File: src/rtl/mul8_seq.sv
// Sequential 8x8 unsigned multiplier: one shift-add step per cycle through a
// single 8-bit ripple adder, with a one-cycle done pulse and a held product.

module adder8 (
  input  logic [7:0] a,
  input  logic [7:0] b,
  output logic [7:0] sum,
  output logic       c_out
);

  logic [8:0] carry_s;

  // Ripple-carry chain, bit 0 upward
  always_comb begin
    carry_s    = 9'h000;
    sum        = 8'h00;
    carry_s[0] = 1'b0;
    for (int i = 0; i < 8; i++) begin
      sum[i]       = a[i] ^ b[i] ^ carry_s[i];
      carry_s[i+1] = (a[i] & b[i]) | (carry_s[i] & (a[i] ^ b[i]));
    end
    c_out = carry_s[8];
  end

endmodule

module mul8_seq (
  input  logic        clk,
  input  logic        reset,
  input  logic        start,
  input  logic [7:0]  a,
  input  logic [7:0]  b,
  output logic        busy,
  output logic        done,
  output logic [15:0] product
);

  typedef enum logic [1:0] {
    IDLE = 2'd0,
    RUN  = 2'd1,
    DONE = 2'd2
  } state_t;

  state_t      state_r, state_nxt_s;
  logic [7:0]  mcand_r, mcand_nxt_s;
  logic [7:0]  acc_hi_r, acc_hi_nxt_s;
  logic [7:0]  acc_lo_r, acc_lo_nxt_s;
  logic [3:0]  cnt_r, cnt_nxt_s;
  logic [15:0] product_r, product_nxt_s;
  logic [7:0]  addend_s;
  logic [7:0]  sum_s;
  logic        c_out_s;

  assign addend_s = acc_lo_r[0] ? mcand_r : 8'h00;

  adder8 u_adder8 (
    .a     (acc_hi_r),
    .b     (addend_s),
    .sum   (sum_s),
    .c_out (c_out_s)
  );

  // Next-state and datapath update; a start in IDLE or DONE loads fresh operands
  always_comb begin
    state_nxt_s   = state_r;
    mcand_nxt_s   = mcand_r;
    acc_hi_nxt_s  = acc_hi_r;
    acc_lo_nxt_s  = acc_lo_r;
    cnt_nxt_s     = cnt_r;
    product_nxt_s = product_r;
    case (state_r)
      IDLE, DONE: begin
        if (start) begin
          mcand_nxt_s  = a;
          acc_hi_nxt_s = 8'h00;
          acc_lo_nxt_s = b;
          cnt_nxt_s    = 4'd0;
          state_nxt_s  = RUN;
        end else begin
          state_nxt_s  = IDLE;
        end
      end
      RUN: begin
        // The carry lands in acc_hi[7]; sum[0] shifts into the low half
        acc_hi_nxt_s = {c_out_s, sum_s[7:1]};
        acc_lo_nxt_s = {sum_s[0], acc_lo_r[7:1]};
        cnt_nxt_s    = cnt_r + 4'd1;
        if (cnt_r == 4'd7) begin
          state_nxt_s   = DONE;
          product_nxt_s = {c_out_s, sum_s[7:1], sum_s[0], acc_lo_r[7:1]};
        end else begin
          state_nxt_s   = RUN;
        end
      end
      default: begin
        state_nxt_s = IDLE;
      end
    endcase
  end

  // State and datapath registers with synchronous reset
  always_ff @(posedge clk) begin
    if (reset) begin
      state_r   <= IDLE;
      mcand_r   <= 8'h00;
      acc_hi_r  <= 8'h00;
      acc_lo_r  <= 8'h00;
      cnt_r     <= 4'd0;
      product_r <= 16'h0000;
    end else begin
      state_r   <= state_nxt_s;
      mcand_r   <= mcand_nxt_s;
      acc_hi_r  <= acc_hi_nxt_s;
      acc_lo_r  <= acc_lo_nxt_s;
      cnt_r     <= cnt_nxt_s;
      product_r <= product_nxt_s;
    end
  end

  assign busy    = (state_r == RUN);
  assign done    = (state_r == DONE);
  assign product = product_r;

endmodule

File: config.mk
export PLATFORM = sky130hd
export DESIGN_NAME = mul8_seq
export DESIGN_NICKNAME = d
export VERILOG_FILES = /design/src/rtl/mul8_seq.sv
export SDC_FILE = /design/constraint.sdc
export NUM_CORES = 1
export LEC_CHECK = 0
export CORE_MARGIN = 10
export CORE_UTILIZATION = 37
export DETAILED_ROUTE_END_ITERATION = 16
export PLACE_DENSITY_LB_ADDON = 0.15
export SKIP_LAST_GASP = 1
export SLEW_MARGIN = 0
export SYNTH_ARGS = -nofsm -noshare
export SYNTH_HDL_FRONTEND = slang
export SYNTH_SLANG_ARGS = --single-unit
export TNS_END_PERCENT = 1
File: constraint.sdc
create_clock -name clk -period 3.8 [get_ports clk]
set_input_delay 0.38 -clock clk [delete_from_list [all_inputs] [get_ports clk]]
set_output_delay 0.38 -clock clk [all_outputs]
set_load 0.005 [all_outputs]
Word level (Yosys, flattened, before mapping) --
Cells that the tools add are included.
Storage, ports and cells: input port bits 19, register bits 46
Cells by class: equal/unequal tests 4, add/sub/neg operators 1, bitwise logic cells 37, mux-type cells 10, reductions and logical operators 6
Operator list (count):
- one-hot mux 8 bit (2 select lines) | 2
- two-way mux 8 bit | 3
- AND 1 bit | 15
- XOR 1 bit | 15
- one-hot mux 4 bit (2 select lines) | 1
- OR 1 bit | 7
- AND reduction 2 bit | 3
- adder 4 x 1 -> 4 bit (second input constant) | 1
- == test 4 x 3 -> 1 bit (second input constant) | 1
- two-way mux 4 bit | 1
- one-hot mux 2 bit (2 select lines) | 1
- == test 2 x 1 -> 1 bit (second input constant) | 1
- == test 2 bit (second input constant) | 1
- zero test 2 bit | 1
- two-way mux 2 bit | 1
- != test 2 bit (second input constant) | 1
- nonzero test 2 bit | 1
- OR reduction 2 bit | 1
- two-way mux 1 bit | 1

Depth between registers and ports, before layout --
depth after elaboration 17, mapped depth 17, mapped depth without buffers 16

Cells and area by module --
From an unflattened synthesis, not the netlist that was laid out.
Unflattened totals: cells, all modules 199, area, all modules 1946.9 um^2
Modules (own cells, without submodules):
- mul8_seq | sequential area each 920.9 um^2, instances 1, area each 1756.7 um^2, cells an instance 181
- adder8 | sequential area each 0.0 um^2, instances 1, area each 190.2 um^2, cells an instance 18

Worst setup path before layout --
OpenSTA, ideal clock, no wires.
path kind register to register, start point register acc_lo_r[0], end point register acc_hi_r[6], data required time 3.730 ns, period minus slack after synthesis 3.311 ns, stages on the path, launching flop included 18, arrival 3.241 ns, slack 0.489 ns, cell sequence dfxtp_1 clkbuf_1 and2_1 ha_1 fa_1 inv_1 fa_1 fa_1 inv_1 fa_1 inv_1 fa_1 inv_1 fa_1 inv_1 fa_1 nand2b_1 a21oi_1
Between the ends: cells in the longest elaborated chain, start to end 16
Ends and longest elaborated chain:
- start, declared | line 47 | logic [7:0] acc_lo_r, acc_lo_nxt_s;
- start signal, assigned | line 114 | acc_lo_r <= acc_lo_nxt_s;
- two-way mux 8 bit (*) | line 54 | assign addend_s = acc_lo_r[0] ? mcand_r : 8'h00;
- AND 1 bit / XOR 1 bit (equally long branches) | line 20 | carry_s[i+1] = (a[i] & b[i]) | (carry_s[i] & (a[i] ^ b[i]));
- AND 1 bit | line 20
- OR 1 bit | line 20
- AND 1 bit | line 20
- OR 1 bit | line 20
- AND 1 bit | line 20
- OR 1 bit | line 20
- AND 1 bit | line 20
- OR 1 bit | line 20
- AND 1 bit | line 20
- OR 1 bit | line 20
- AND 1 bit | line 20
- OR 1 bit | line 20
- XOR 1 bit (*) | line 19 | sum[i] = a[i] ^ b[i] ^ carry_s[i];
- one-hot mux 8 bit (2 select lines) (*) | line 71 | case (state_r)
- end signal, assigned | line 113 | acc_hi_r <= acc_hi_nxt_s;
- end, declared | line 46 | logic [7:0] acc_hi_r, acc_hi_nxt_s;
Every way passes the cells marked *; elsewhere a longest branch is shown, timed or not. A chain may end at the register's enable or synchronous reset.

Worst setup path in the final report --
Same ends and word-level chain as after synthesis.

==> results by group <==
Routing
  – Avg WL per Cell: 13.8 µm
  – Vias: 1446
  – Antenna Nets Post-Route: 0
  – DRC Markers: 0
  – Via density: 4.80
  – Initial DRC count: 116
  – Drt total wl: 4.17 mm
  – First-pass DRT Iterations: 4

STA
  – Max Clock Freq: 0.298 GHz
  – Final hold slack: 0.452 ns
  – Worst slew pin tran: 1.03 ns
  – Relative slew margins: 31.1%
  – Final Hold Fails: 0
  – Setup tns final: 0 ns
  – Setup Viol. Count Final: 0
  – Minimum clock period: 3.36 ns
  – Final Slew Violations: 0
  – Clock Skews: 0.00981 ns
  – RSZ-0062 raised after global routing: false
  – Final period utilization: 88.4%

Clock tree
  – Root Driver: clkbuf_8
  – CTS tree: done
  – CTS Buf Count: 5
  – H-tree levels: 2
  – Post_cts resized: 0
  – # clock sinks: 46
  – Clock Latency Late Sink: 0.30 ns
  – Clock buffer depth: 2
  – Hold buffer count at CTS: 0
  – Clk slew on worst S/H paths: 0.08 ns
  – Postcts setup bufs: 0

Synthesis
  – Post-Syn Instances: 201
  – Sequential fraction of the synthesis area: 48.5%
  – Post-synth net total: 229
  – FFs w/ async S/R, synth: 0%
  – Synthesized area per cell: 9.44 µm²
  – Post-synth top area share: 48.5%
  – Top cells by area, synth: dfxtp_1 49%, a21oi_1 7.4%, fa_1 7.4%
  – Synth area leader: dfxtp_1
  – Post-Syn Area: 0.00190 mm²
  – Syn. warnings: 0
  – Yosys reg bits: 46
  – Top FF cell, synth: dfxtp_1
  – Post-synth EDFFs: 0
  – Count of unique library cells instantiated by Yosys: 26

Cells and area
  – Fin nets: 259
  – Post-route non-filler standard cell count: 301
  – N_diodes: 0
  – FILL cells: 509
  – Ratio of cells with drive above 1 in the final layout: 6.49%
  – Commonest non-fill, non-tap cells in the layout: 46 x dfxtp_1, 36 x clkdlybuf4s50_1, 28 x a21oi_1
  – Area Growth Syn to Fin: 24.8%
  – Most common library cell in the layout ignoring fill and taps: dfxtp_1

Min path
  – HP Class: reg2reg

Die
  – Initial Util: 37.6%
  – Die X: 91.6 µm
  – Die area: 0.00840 mm²
  – Die outline height: 91.6 µm
  – Rows: 26
  – I/O pin count: 37
  – CORE AREA: 0.00504 mm²

Placed design
  – Routability cong.: 0.751
  – DP HPWL: 2.87 mm
  – IO buf count: 36
  – Placed Cells: 294

Setup path
  – Worst Setup End Kind: register
  – Kind of critical path: reg2reg
  – CP startpoint kind: register
  – Arrival @ worst endpoint: 3.59 ns
  – CP Max Fanout: 9
  – Worst EP required: 4.03 ns

Outcome
  – Outcome: finished clean

Global routing
  – Largest net degree at the start of global routing: 33
  – First-pass GRT wire length: 7.07 mm
  – Vias in the first global route: 1408
  – GRT Util Overall: 10.2%
  – Initial antenna violation count: 0
  – Gr ovfl total: 0

Pwr
  – Maximum vdd drop: 0.149 mV
  – Pwr Total: 0.000870 W
  – Pwr/cell area: 367 mW/mm²
  – Leakage: 0.843 nW

Flow run
  – Max Cap Viol: 0
-- path summary, 6_finish.rpt --
kind / from / end / slack (ns) / depth (start not counted)
worst max register to register: acc_lo_r[0] / acc_hi_r[6] / 0.44 / 16
worst min register to register: mcand_r[0] / mcand_r[0] / 0.45 / 2
worst min-delay path: mcand_r[0] / mcand_r[0] / 0.45 / 2
worst max-delay path: acc_lo_r[0] / acc_hi_r[6] / 0.44 / 16
-- per-layer routing --
layer,wire (µm),global-route usage (%),vias to the layer above
li1,-,-,750
met1,2100,13.5,659
met2,1840,15.2,35
met3,213,3.83,2
met4,9,3.00,0
met5,0,0,-
-- cells in the mapped netlist, types with 4 or more instances --
cell,instances
and2_1,4
o2bb2ai_1,5
dfxtp_1,46
a22o_1,11
fa_1,7
nand2b_1,8
nand3_1,18
a21oi_1,28
a22oi_1,8
nand2_1,24
inv_1,10
buf_2,6
clkbuf_1,8
-- report_power, final --
group          leakage (nW)  switching (W)  internal, W
clock network        0.0438       0.000158     0.000124
logic                 0.426      0.0000466    0.0000374
registers             0.373     0.00000952     0.000495
total                 0.843       0.000214     0.000656
-- critical path, cell delays in order, from the launching register on --
cell and delay [ns]:
dfxtp_1 0.44, and2_1 0.16, ha_1 0.15, fa_1 0.16, inv_1 0.05, fa_1 0.37
fa_1 0.37, inv_1 0.07, fa_1 0.15, inv_1 0.05, fa_1 0.35, inv_1 0.07
fa_1 0.15, inv_1 0.05, fa_1 0.44, nand2b_1 0.15, a21oi_1 0.12
-- sequential cells by signal, indices dropped and copies added (netlist names) --
register	flops
product	16
state_r	2
cnt_r	4
acc_hi_r	8
mcand_r	8
acc_lo_r	8
-- layout make-up --
class	count	area (µm²)	area share (%)
Clock inverter	2	10.0	0.423
Clock buffer	5	68.8	2.91
Multi-Input combinational cell	127	848	35.8
Sequential cell	46	921	38.9
Inverter	11	42.5	1.80
Tap cell	70	87.6	3.70
Timing Repair Buffer	40	390	16.5
-- cell families (layout without fill, tap and decap cells) --
family                   after synthesis  in the layout  synth area share, %
buffers and inverters                 28             58                 6.79
multiplexers                           2              2                 1.19
adder cells (fa/ha/maj)                9              9                 8.70
AO/OA/AOI/OAI                         54             54                 18.9
flip-flops                            46             46                 48.5
AND/OR/NAND/NOR                       62             62                 16.0
-- per-stage QoR --
stage	worst slack [ns]	util, %	cell area, µm²
global route	0.184	47.0	2370
finish	0.441	47.0	2370
global placement	0.482	45.4	2290
floorplan	0.489	-	1900
CTS	0.414	47.0	2370
detailed placement	0.433	45.4	2290
No activity file was read; power rests on OpenSTA's default activity.
